<file path="config.mk">
export PLATFORM = sky130hd
export DESIGN_NAME = exec_mem_pipe
export DESIGN_NICKNAME = d
export VERILOG_FILES = /design/src/rtl/exec_mem_pipe.sv
export SDC_FILE = /design/constraint.sdc
export NUM_CORES = 1
export LEC_CHECK = 0
export ABC_CLOCK_PERIOD_IN_PS = 3400
export CORE_ASPECT_RATIO = 0.8
export CORE_MARGIN = 3
export CORE_UTILIZATION = 50
export DETAILED_ROUTE_END_ITERATION = 6
export PLACE_DENSITY = 0.76
export SETUP_SLACK_MARGIN = 0.15
export SLEW_MARGIN = 20
export SYNTH_ARGS = -nofsm -noshare
export SYNTH_HDL_FRONTEND = slang
export SYNTH_SLANG_ARGS = --single-unit
</file>
<file path="constraint.sdc">
create_clock -name clk -period 3.4 [get_ports clk]
set_clock_uncertainty 0.05 [all_clocks]
set_input_delay 0.34 -clock clk [delete_from_list [all_inputs] [get_ports clk]]
set_output_delay 0.34 -clock clk [all_outputs]
set_load 0.005 [all_outputs]
</file>
<file path="src/rtl/exec_mem_pipe.sv">
// exec_mem_pipe: ALU plus byte-enabled req/ack data-memory port with a held result register
module exec_mem_pipe #(
    parameter int XLEN    = 32,
    parameter int ADDR_W  = 15,
    parameter int TIMEOUT = 15
) (
    input  logic                clk,
    input  logic                rst_n,
    input  logic                in_valid,
    output logic                in_ready,
    input  logic [3:0]          alu_op,
    input  logic [2:0]          mem_op,
    input  logic                is_load,
    input  logic                is_store,
    input  logic [XLEN-1:0]     opa,
    input  logic [XLEN-1:0]     opb,
    input  logic [XLEN-1:0]     st_data,
    output logic                mem_req,
    output logic                mem_we,
    output logic [ADDR_W-1:0]   mem_addr,
    output logic [XLEN/8-1:0]   mem_be,
    output logic [XLEN-1:0]     mem_wdata,
    input  logic [XLEN-1:0]     mem_rdata,
    input  logic                mem_ack,
    output logic                out_valid,
    input  logic                out_ready,
    output logic [XLEN-1:0]     out_data,
    output logic                out_lt,
    output logic                out_ltu,
    output logic                out_zero,
    output logic                out_fault
);
    localparam int BW = XLEN / 8;
    localparam int LB = $clog2(BW);
    localparam int SW = $clog2(XLEN);
    localparam int TW = (TIMEOUT > 0) ? $clog2(TIMEOUT + 1) : 1;
    localparam logic [1:0] MAX_SIZE = 2'(LB);
    localparam logic [TW-1:0] T_LAST = (TIMEOUT > 0) ? TW'(TIMEOUT - 1) : '0;

    typedef enum logic [1:0] {IDLE, MREQ, RESP} state_t;
    state_t state, state_nx;

    logic [XLEN-1:0]   sum, alu_res, res, ld_val, shifted, wdata_nx;
    logic [XLEN:0]     diff;
    logic              lt, ltu, ovf, is_mem, misal, accept, tmo;
    logic [1:0]        size;
    logic [3:0]        nbytes;
    logic [8:0]        lanes;
    logic [2:0]        amask;
    logic [BW-1:0]     be_nx;

    logic [XLEN-1:0]   res_q, wdata_q;
    logic              lt_q, ltu_q, zero_q, fault_q, we_q, uns_q;
    logic [ADDR_W-1:0] addr_q;
    logic [BW-1:0]     be_q;
    logic [LB-1:0]     off_q;
    logic [1:0]        size_q;
    logic [TW-1:0]     cnt;

    assign accept    = (state == IDLE) && in_valid;
    assign is_mem    = is_load | is_store;
    assign in_ready  = (state == IDLE);
    assign out_valid = (state == RESP);
    assign mem_req   = (state == MREQ);
    assign mem_we    = we_q & mem_req;
    assign mem_addr  = addr_q;
    assign mem_be    = be_q;
    assign mem_wdata = wdata_q;
    assign out_data  = res_q;
    assign out_lt    = lt_q;
    assign out_ltu   = ltu_q;
    assign out_zero  = zero_q;
    assign out_fault = fault_q;
    assign tmo       = (TIMEOUT != 0) && (cnt == T_LAST);

    // ALU and flags; flags always come from the subtraction regardless of the selected op
    always_comb begin
        sum  = opa + opb;
        diff = {1'b0, opa} - {1'b0, opb};
        ltu  = diff[XLEN];
        ovf  = (opa[XLEN-1] ^ opb[XLEN-1]) & (opa[XLEN-1] ^ diff[XLEN-1]);
        lt   = diff[XLEN-1] ^ ovf;
        case (alu_op)
            4'd1:    alu_res = diff[XLEN-1:0];
            4'd2:    alu_res = opa & opb;
            4'd3:    alu_res = opa | opb;
            4'd4:    alu_res = opa ^ opb;
            4'd5:    alu_res = {{(XLEN-1){1'b0}}, lt};
            4'd6:    alu_res = {{(XLEN-1){1'b0}}, ltu};
            4'd7:    alu_res = opa << opb[SW-1:0];
            4'd8:    alu_res = opa >> opb[SW-1:0];
            4'd9:    alu_res = XLEN'($signed(opa) >>> opb[SW-1:0]);
            default: alu_res = sum;
        endcase
        res = is_mem ? sum : alu_res;
    end

    // Access size, alignment, byte enables and lane-replicated store data for a new request
    always_comb begin
        size   = (mem_op[1:0] > MAX_SIZE) ? MAX_SIZE : mem_op[1:0];
        nbytes = 4'd1 << size;
        lanes  = (9'd1 << nbytes) - 9'd1;
        amask  = 3'(nbytes - 4'd1);
        misal  = |(sum[2:0] & amask);
        be_nx  = BW'({8'b0, lanes[7:0]} << sum[LB-1:0]);
        wdata_nx = '0;
        for (int i = 0; i < BW; i++)
            wdata_nx[8*i +: 8] = st_data[8*(i & int'(amask)) +: 8];
    end

    // Load lane extraction with sign or zero extension
    always_comb begin
        shifted = mem_rdata >> {off_q, 3'b000};
        case (size_q)
            2'd0:    ld_val = uns_q ? XLEN'(shifted[7:0])  : XLEN'($signed(shifted[7:0]));
            2'd1:    ld_val = uns_q ? XLEN'(shifted[15:0]) : XLEN'($signed(shifted[15:0]));
            2'd2:    ld_val = uns_q ? XLEN'(shifted[31:0]) : XLEN'($signed(shifted[31:0]));
            default: ld_val = shifted;
        endcase
    end

    // State register
    always_ff @(posedge clk or negedge rst_n) begin
        if (!rst_n) state <= IDLE;
        else        state <= state_nx;
    end

    // Next state: misaligned accesses skip memory; an ack in the abort cycle still completes
    always_comb begin
        state_nx = state;
        case (state)
            IDLE:    if (in_valid) state_nx = (is_mem && !misal) ? MREQ : RESP;
            MREQ:    if (mem_ack || tmo) state_nx = RESP;
            RESP:    if (out_ready) state_nx = IDLE;
            default: state_nx = IDLE;
        endcase
    end

    // Result, flags, memory request fields and timeout counter
    always_ff @(posedge clk or negedge rst_n) begin
        if (!rst_n) begin
            res_q   <= '0;
            wdata_q <= '0;
            lt_q    <= 1'b0;
            ltu_q   <= 1'b0;
            zero_q  <= 1'b0;
            fault_q <= 1'b0;
            we_q    <= 1'b0;
            uns_q   <= 1'b0;
            addr_q  <= '0;
            be_q    <= '0;
            off_q   <= '0;
            size_q  <= '0;
            cnt     <= '0;
        end else begin
            if (accept) begin
                res_q   <= res;
                lt_q    <= lt;
                ltu_q   <= ltu;
                zero_q  <= (res == '0);
                fault_q <= is_mem && misal;
                we_q    <= is_store && !is_load;
                uns_q   <= mem_op[2];
                addr_q  <= sum[ADDR_W+LB-1:LB];
                be_q    <= be_nx;
                wdata_q <= wdata_nx;
                off_q   <= sum[LB-1:0];
                size_q  <= size;
                cnt     <= '0;
            end
            if (state == MREQ) begin
                cnt <= cnt + 1'b1;
                if (mem_ack && !we_q) res_q <= ld_val;
                else if (!mem_ack && tmo) fault_q <= 1'b1;
            end
        end
    end
endmodule
</file>
## Yosys cells after proc, flatten, opt, wreduce, memory -nomap -nowiden

Index checks and enable logic that the tools add are counted.

- Muxes and demuxes: 20
- Equality and inequality tests: 16
- Reductions and logical operators: 17
- Shifts and indexed selects: 10
- Magnitude comparators: 1
- $add $sub $neg: 5
- Bitwise operators: 10

Operator list:

| kind | count |
|---|---|
| one-hot mux 32 bit (9 select lines) | 1 |
| 2-to-1 mux 32 bit | 6 |
| one-hot mux 32 bit (2 select lines) | 1 |
| variable part select 32 x 6 -> 8 bit | 2 |
| >> shifter 32 x 5 -> 32 bit | 2 |
| subtractor 32 x 32 -> 33 bit | 1 |
| adder 32 bit | 1 |
| AND 32 bit | 1 |
| logical NOT 32 bit | 1 |
| bitwise OR 32 bit | 1 |
| variable part select 32 x 5 -> 8 bit | 1 |
| << shifter 32 x 5 -> 32 bit | 1 |
| >>> shifter 32 x 5 -> 32 bit | 1 |
| bitwise XOR 32 bit | 1 |
| equality test 4 x 3 -> 1 bit, second input constant | 4 |
| equality test 4 bit, second input constant | 3 |
| 2-to-1 mux 2 bit | 5 |
| equality test 4 x 2 -> 1 bit, second input constant | 2 |
| 2-to-1 mux 4 bit | 2 |
| << shifter 1 x 4 -> 8 bit, first input constant | 1 |
| << shifter 8 x 2 -> 4 bit | 1 |
| subtractor 8 x 1 -> 8 bit, second input constant | 1 |
| logical AND 1 bit | 6 |
| one-hot mux 2 bit (3 select lines) | 1 |
| other kinds (20) | 32 |

- Output and inout port bits: 91
- Word-level logic and storage cells: 93
- Bits of input ports: 142
- Register bits after elaboration: 99

## Logic depth before layout (Yosys ltp)

- Depth in word-level cells: 11
- Mapped depth: 26

## Least setup slack after synthesis

OpenSTA, ideal clock, no wires.

- Kind: input to register
- Start: input port opb[2]
- End: register zero_q (netlist: out_zero)
- Setup slack: -1,616 ps
- Setup time: 92 ps
- Arrival time: 4,875 ps
- Required time: 3,258 ps
- Stages on the path: 26
- Path buffers: 4
- Cell sequence: clkinv_1 buf_1 buf_2 buf_1 ha_1 clkbuf_1 inv_1 o221ai_1 a31oi_1 o21ai_1 nand4_1 a41oi_1 nor2_1 nor2_1 o21bai_1 fa_1 inv_1 a32oi_1 o22ai_1 a21oi_1 nand3_1 o32a_1 a2111oi_0 and3_1 nand4_1 o31ai_2

- Cells in the longest elaborated chain, start to end: 7
- Elaborated cells between the ends (all ways): 14
- Those cells by class: add/sub (2); shift (3); mux (2); bitwise (6); reduce/logical (1)

Ends and longest elaborated chain:

| element | line | source |
|---|---|---|
| start: declaration | 16 | `input logic [XLEN-1:0] opb,` |
| subtractor 32 x 32 -> 33 bit | 79 | `diff = {1'b0, opa} - {1'b0, opb};` |
| bitwise XOR 1 bit | 81 | `ovf = (opa[XLEN-1] ^ opb[XLEN-1]) & (opa[XLEN-1] ^ diff[XLEN-1]);` |
| AND 1 bit | 81 |  |
| bitwise XOR 1 bit | 82 | `lt = diff[XLEN-1] ^ ovf;` |
| one-hot mux 32 bit (9 select lines) | 83 | `case (alu_op)` |
| 2-to-1 mux 32 bit * | 95 | `res = is_mem ? sum : alu_res;` |
| logical NOT 32 bit * | 160 | `zero_q <= (res == '0);` |
| end signal: assignment | 160 |  |
| end: declaration | 53 | `logic lt_q, ltu_q, zero_q, fault_q, we_q, uns_q;` |

Mark *: on every way between the ends. The rest lies on a longest branch, timed or not.
A chain may end at the register's enable or synchronous reset.

## Worst setup path in the final report

- Start: input port opa[8]
- End: register zero_q (netlist: out_zero)

- Cells in the longest elaborated chain, start to end: 7
- Elaborated cells between the ends (all ways): 14
- Those cells by class: add/sub (2); shift (3); mux (2); bitwise (6); reduce/logical (1)

Ends and longest elaborated chain:

| element | line | source |
|---|---|---|
| start: declaration | 15 | `input logic [XLEN-1:0] opa,` |
| subtractor 32 x 32 -> 33 bit | 79 |  |
| bitwise XOR 1 bit | 81 |  |
| AND 1 bit | 81 |  |
| bitwise XOR 1 bit | 82 |  |
| one-hot mux 32 bit (9 select lines) | 83 |  |
| 2-to-1 mux 32 bit * | 95 |  |
| logical NOT 32 bit * | 160 |  |

Marked as above.

==> impl_results.rst <==
.. list-table::
   :header-rows: 1

   * - Metric
     - Value
   * - Outcome
     - finished, violations left
   * - Violated checks
     - design-rule violations, negative setup slack
   * - Number of iterations in the first detailed-routing pass
     - 7
   * - Count of endpoints failing hold in the final timing report
     - 0
   * - Critical Setup Path Class
     - in -> reg
   * - GR Util All Layers
     - 0.467
   * - Insertion delay to the later sink of the worst-skew pair
     - 0.36 ns
   * - VDD IR-drop max
     - 470 uV
   * - Reported net switching power
     - 4.03 mW
   * - Ports
     - 233
   * - Fillcell total
     - 1547
   * - Clk slew on worst S/H paths
     - 0.07 ns
   * - Number of vias per cell
     - 6.78
   * - Ys flop type
     - dfrtp_1
   * - Area growth from synthesis to final layout
     - 64.9%
   * - Cell area power density
     - 400 mW/mm^2
   * - Number of vias after detailed routing
     - 20100
   * - Via count of the first global-routing pass
     - 18400
   * - Ratio of final minimum period to clock period
     - 1.41
   * - Final nets
     - 2836
   * - Root buffer cell
     - clkbuf_16
   * - CP Data Required Time
     - 3.61 ns
   * - Initial antenna violation count
     - 2
   * - Achievable clock frequency
     - 208 MHz
   * - Number of flip-flops and latches in the synthesized netlist
     - 99
   * - Buffers added on ports
     - 232
   * - Number of warnings issued by yosys
     - 0
   * - Clock tree from TritonCTS
     - built
   * - Endpoint kind of the worst setup timing path
     - flip-flop
   * - Internal Pwr Total
     - 5.24 mW
   * - Post-Synthesis Cell Area
     - 0.0140 mm^2
   * - Total CTS buffers
     - 9
   * - Die area
     - 0.0302 mm^2
   * - Core region area
     - 0.0274 mm^2
   * - Final-report max-slew violation count
     - 0
   * - Max-cap check violation count
     - 0
   * - Min setup slack post-route
     - -1.40 ns
   * - Sequential group share of total power
     - 0.236
   * - Pin count of the biggest net entering global routing
     - 92
   * - X dimension of the die
     - 193 um
   * - Top cells by instance count after synthesis
     - nand2_1 (241), nor2_1 (184), a21oi_1 (171), o21ai_0 (128), inv_1 (106)
   * - Mean instance size in the synthesized netlist
     - 7.50 um^2
   * - Most instantiated library cell after synthesis
     - nand2_1
   * - Share of final-layout standard cells stronger than drive strength 1
     - 0.375
   * - Switch share
     - 0.435
   * - Gate Count Post-Synth
     - 1872
   * - Clock H-tree levels
     - 3
   * - Setup_tns
     - -6.25 ns
   * - Deepest clock path buffer count
     - 2
   * - Sum of routed wire length over all layers
     - 80200 um
   * - Number of flops mapped to enable cells by yosys
     - 0
   * - Die height
     - 156 um
   * - Post-route insts no fill
     - 2962
   * - Average detailed-routed wire length per instance
     - 27.1 um
   * - Footprint of the multi-input gates
     - 0.0120 mm^2
   * - Placer Congestion
     - 1.13
   * - Effective utilization at floorplan
     - 0.512
   * - Post-synthesis cell type count
     - 95
   * - Fraction of registers with async set or reset after synthesis
     - 1.00
   * - Number of placement rows
     - 54
   * - Number of remaining DRC errors
     - 6
   * - Portion of total power attributed to combinational logic
     - 0.654
   * - RSZ-0062 raised after global routing
     - yes
   * - Antenna-violating nets left
     - 0
   * - Measured slew at the worst slew-check pin
     - 1.07 ns
   * - Worst setup SP type
     - input pin
   * - Number of placed cells counting well taps
     - 2862
   * - Final setup violation count
     - 14
   * - Net Count, Synth
     - 2116
   * - Class of the worst hold path
     - reg -> reg
   * - Minimum clock period after layout
     - 4.80 ns
   * - Ranking of synthesized cells by area
     - dfrtp_1 (18%), ha_1 (8.8%), mux4_2 (6.6%), nand2_1 (6.4%), a21oi_1 (6.1%)
   * - Clock sinks
     - 99
   * - Hpwl dp
     - 56700 um
   * - Library cell with the largest summed area after synthesis
     - dfrtp_1
   * - Relative max-transition margin
     - 0.283
   * - First-pass GRT wire length
     - 110000 um
   * - Portion of synthesized cell area occupied by the leading cell type
     - 0.176
   * - Initial drt markers
     - 3456
   * - Largest fanout of any net on the critical path
     - 3
   * - Remaining global-route overflow
     - 0
   * - Area used by sequential logic in the layout
     - 0.00248 mm^2
   * - Leakage power figure
     - 10.5 nW
   * - Clock network fraction of design power
     - 0.110
   * - Worst Path Arrival
     - 5.02 ns
   * - Sequential area share after synthesis
     - 0.176
-- sequential cells by signal, indices dropped and copies added, names as in the netlist --
| name | flops |
|---|---|
| out_lt | 1 |
| out_data | 32 |
| mem_be | 4 |
| mem_wdata | 32 |
| mem_addr | 15 |
| out_zero | 1 |
| state | 2 |
| out_ltu | 1 |
| size_q | 2 |
| out_fault | 1 |
| cnt | 4 |
| uns_q | 1 |
| off_q | 2 |
| we_q | 1 |
-- power by group through the flow --
| stage | registers (mW) | clock network, mW | logic, mW |
|---|---|---|---|
| after floorplan | 2.07 | 0 | 2.34 |
| after global placement | 2.11 | 0 | 5.01 |
| after detailed placement | 2.17 | 0 | 5.17 |
| after CTS | 2.15 | 1.01 | 5.42 |
| after global routing | 2.23 | 1.06 | 6.33 |
| final | 2.19 | 1.02 | 6.06 |
-- area by class of cell --
cell class,count,area share
clock inverters,7,0.00254
well taps,364,0.0197
repair buffers,849,0.324
inverters,111,0.0210
diodes,1,0.000108
flip-flops and latches,99,0.107
clock buffers,9,0.00973
multi-input cells,1522,0.516
-- path summary, 6_finish.rpt --
kind | start | endpoint | slack [ns] | cells after the start
setup / recovery | opa[8] | out_zero | -1.40 | 24
hold / removal | mem_be[2] | mem_be[2] | 0.44 | 2
setup reg to reg | state[0] | out_zero | 0 | 12
hold reg to reg | mem_be[2] | mem_be[2] | 0.44 | 2
max in group asynchronous | rst_n | out_data[22] | 1.88 | 3
min in group asynchronous | rst_n | mem_wdata[15] | 0.52 | 2
-- timing repair --
item	in CTS	in global routing
hold buffers	1	0
endpoints found under the hold margin	49	0
setup endpoints to repair	31	27
resized for setup	225	307
gates cloned	2	4
pin swaps	70	104
setup buffers	23	53
-- stage by stage --
step	worst slack, ns	total power [mW]	hold slack, ns	cell area, um^2	util
2_1_floorplan	-0.844	4.41	-0.00559	14300	-
3_3_place_gp	-2.12	7.12	0.359	20500	0.747
3_5_place_dp	-2.18	7.33	0.362	20500	0.748
4_1_cts	-1.14	8.58	0.440	21700	0.790
5_1_grt	-1.61	9.62	0.468	23200	0.844
6_report	-1.40	9.27	0.438	23200	0.844
-- cells in the final DEF (no fill, tap or decap), drive strengths merged, types with 16 or more instances in the layout --
cell type / n
nor2: 184
o22ai: 30
xnor2: 16
buf: 633
dlymetal6s2s: 16
inv: 110
nand3: 41
clkdlybuf4s50: 178
o211ai: 28
and2: 16
a211oi: 24
clkbuf: 25
dfrtp: 99
nand2: 242
a21o: 21
mux4: 44
a22oi: 26
a31oi: 20
nor3: 36
ha: 99
nor2b: 16
a21oi: 171
mux2i: 82
mux2: 34
o21ai: 143
-- layer usage --
| layer | vias to the layer above | global-route usage | wire length, um | part of all wire |
|---|---|---|---|---|
| met3 | 468 | 0.141 | 12200 | 0.15 |
| met4 | 4 | 0.199 | 5450 | 0.068 |
| li1 | 8318 | - | - | - |
| met2 | 1910 | 0.700 | 33400 | 0.42 |
| met5 | - | 0.0154 | 79 | 0.00098 |
| met1 | 9375 | 0.630 | 29000 | 0.36 |
-- cells by family after synthesis --
logic type / share of synthesized area
AND/OR/NAND/NOR: 0.203
adder cells (fa/ha/maj): 0.0925
multiplexers: 0.158
flip-flops: 0.176
buffers and inverters: 0.0736
AO/OA/AOI/OAI: 0.284
XOR/XNOR: 0.0125
-- critical path, stage by stage --
cell and delay [ns]:
buf_6 0.11, inv_4 0.10, ha_4 0.22, or4_4 0.53, a2111o_1 0.45, a31oi_4 0.27, buf_6 0.16, o21ai_4 0.07
nand4_1 0.14, a41oi_2 0.15, nor2_1 0.11, nor2_1 0.04, o21bai_1 0.20, fa_2 0.28, inv_2 0.05, a32oi_2 0.18
o22ai_1 0.11, a21oi_1 0.12, nand3_1 0.09, o32a_1 0.35, a2111oi_2 0.22, and3_1 0.22, nand4_1 0.17, o31ai_2 0.31
Note: power is estimated with default switching activity, not from simulation.
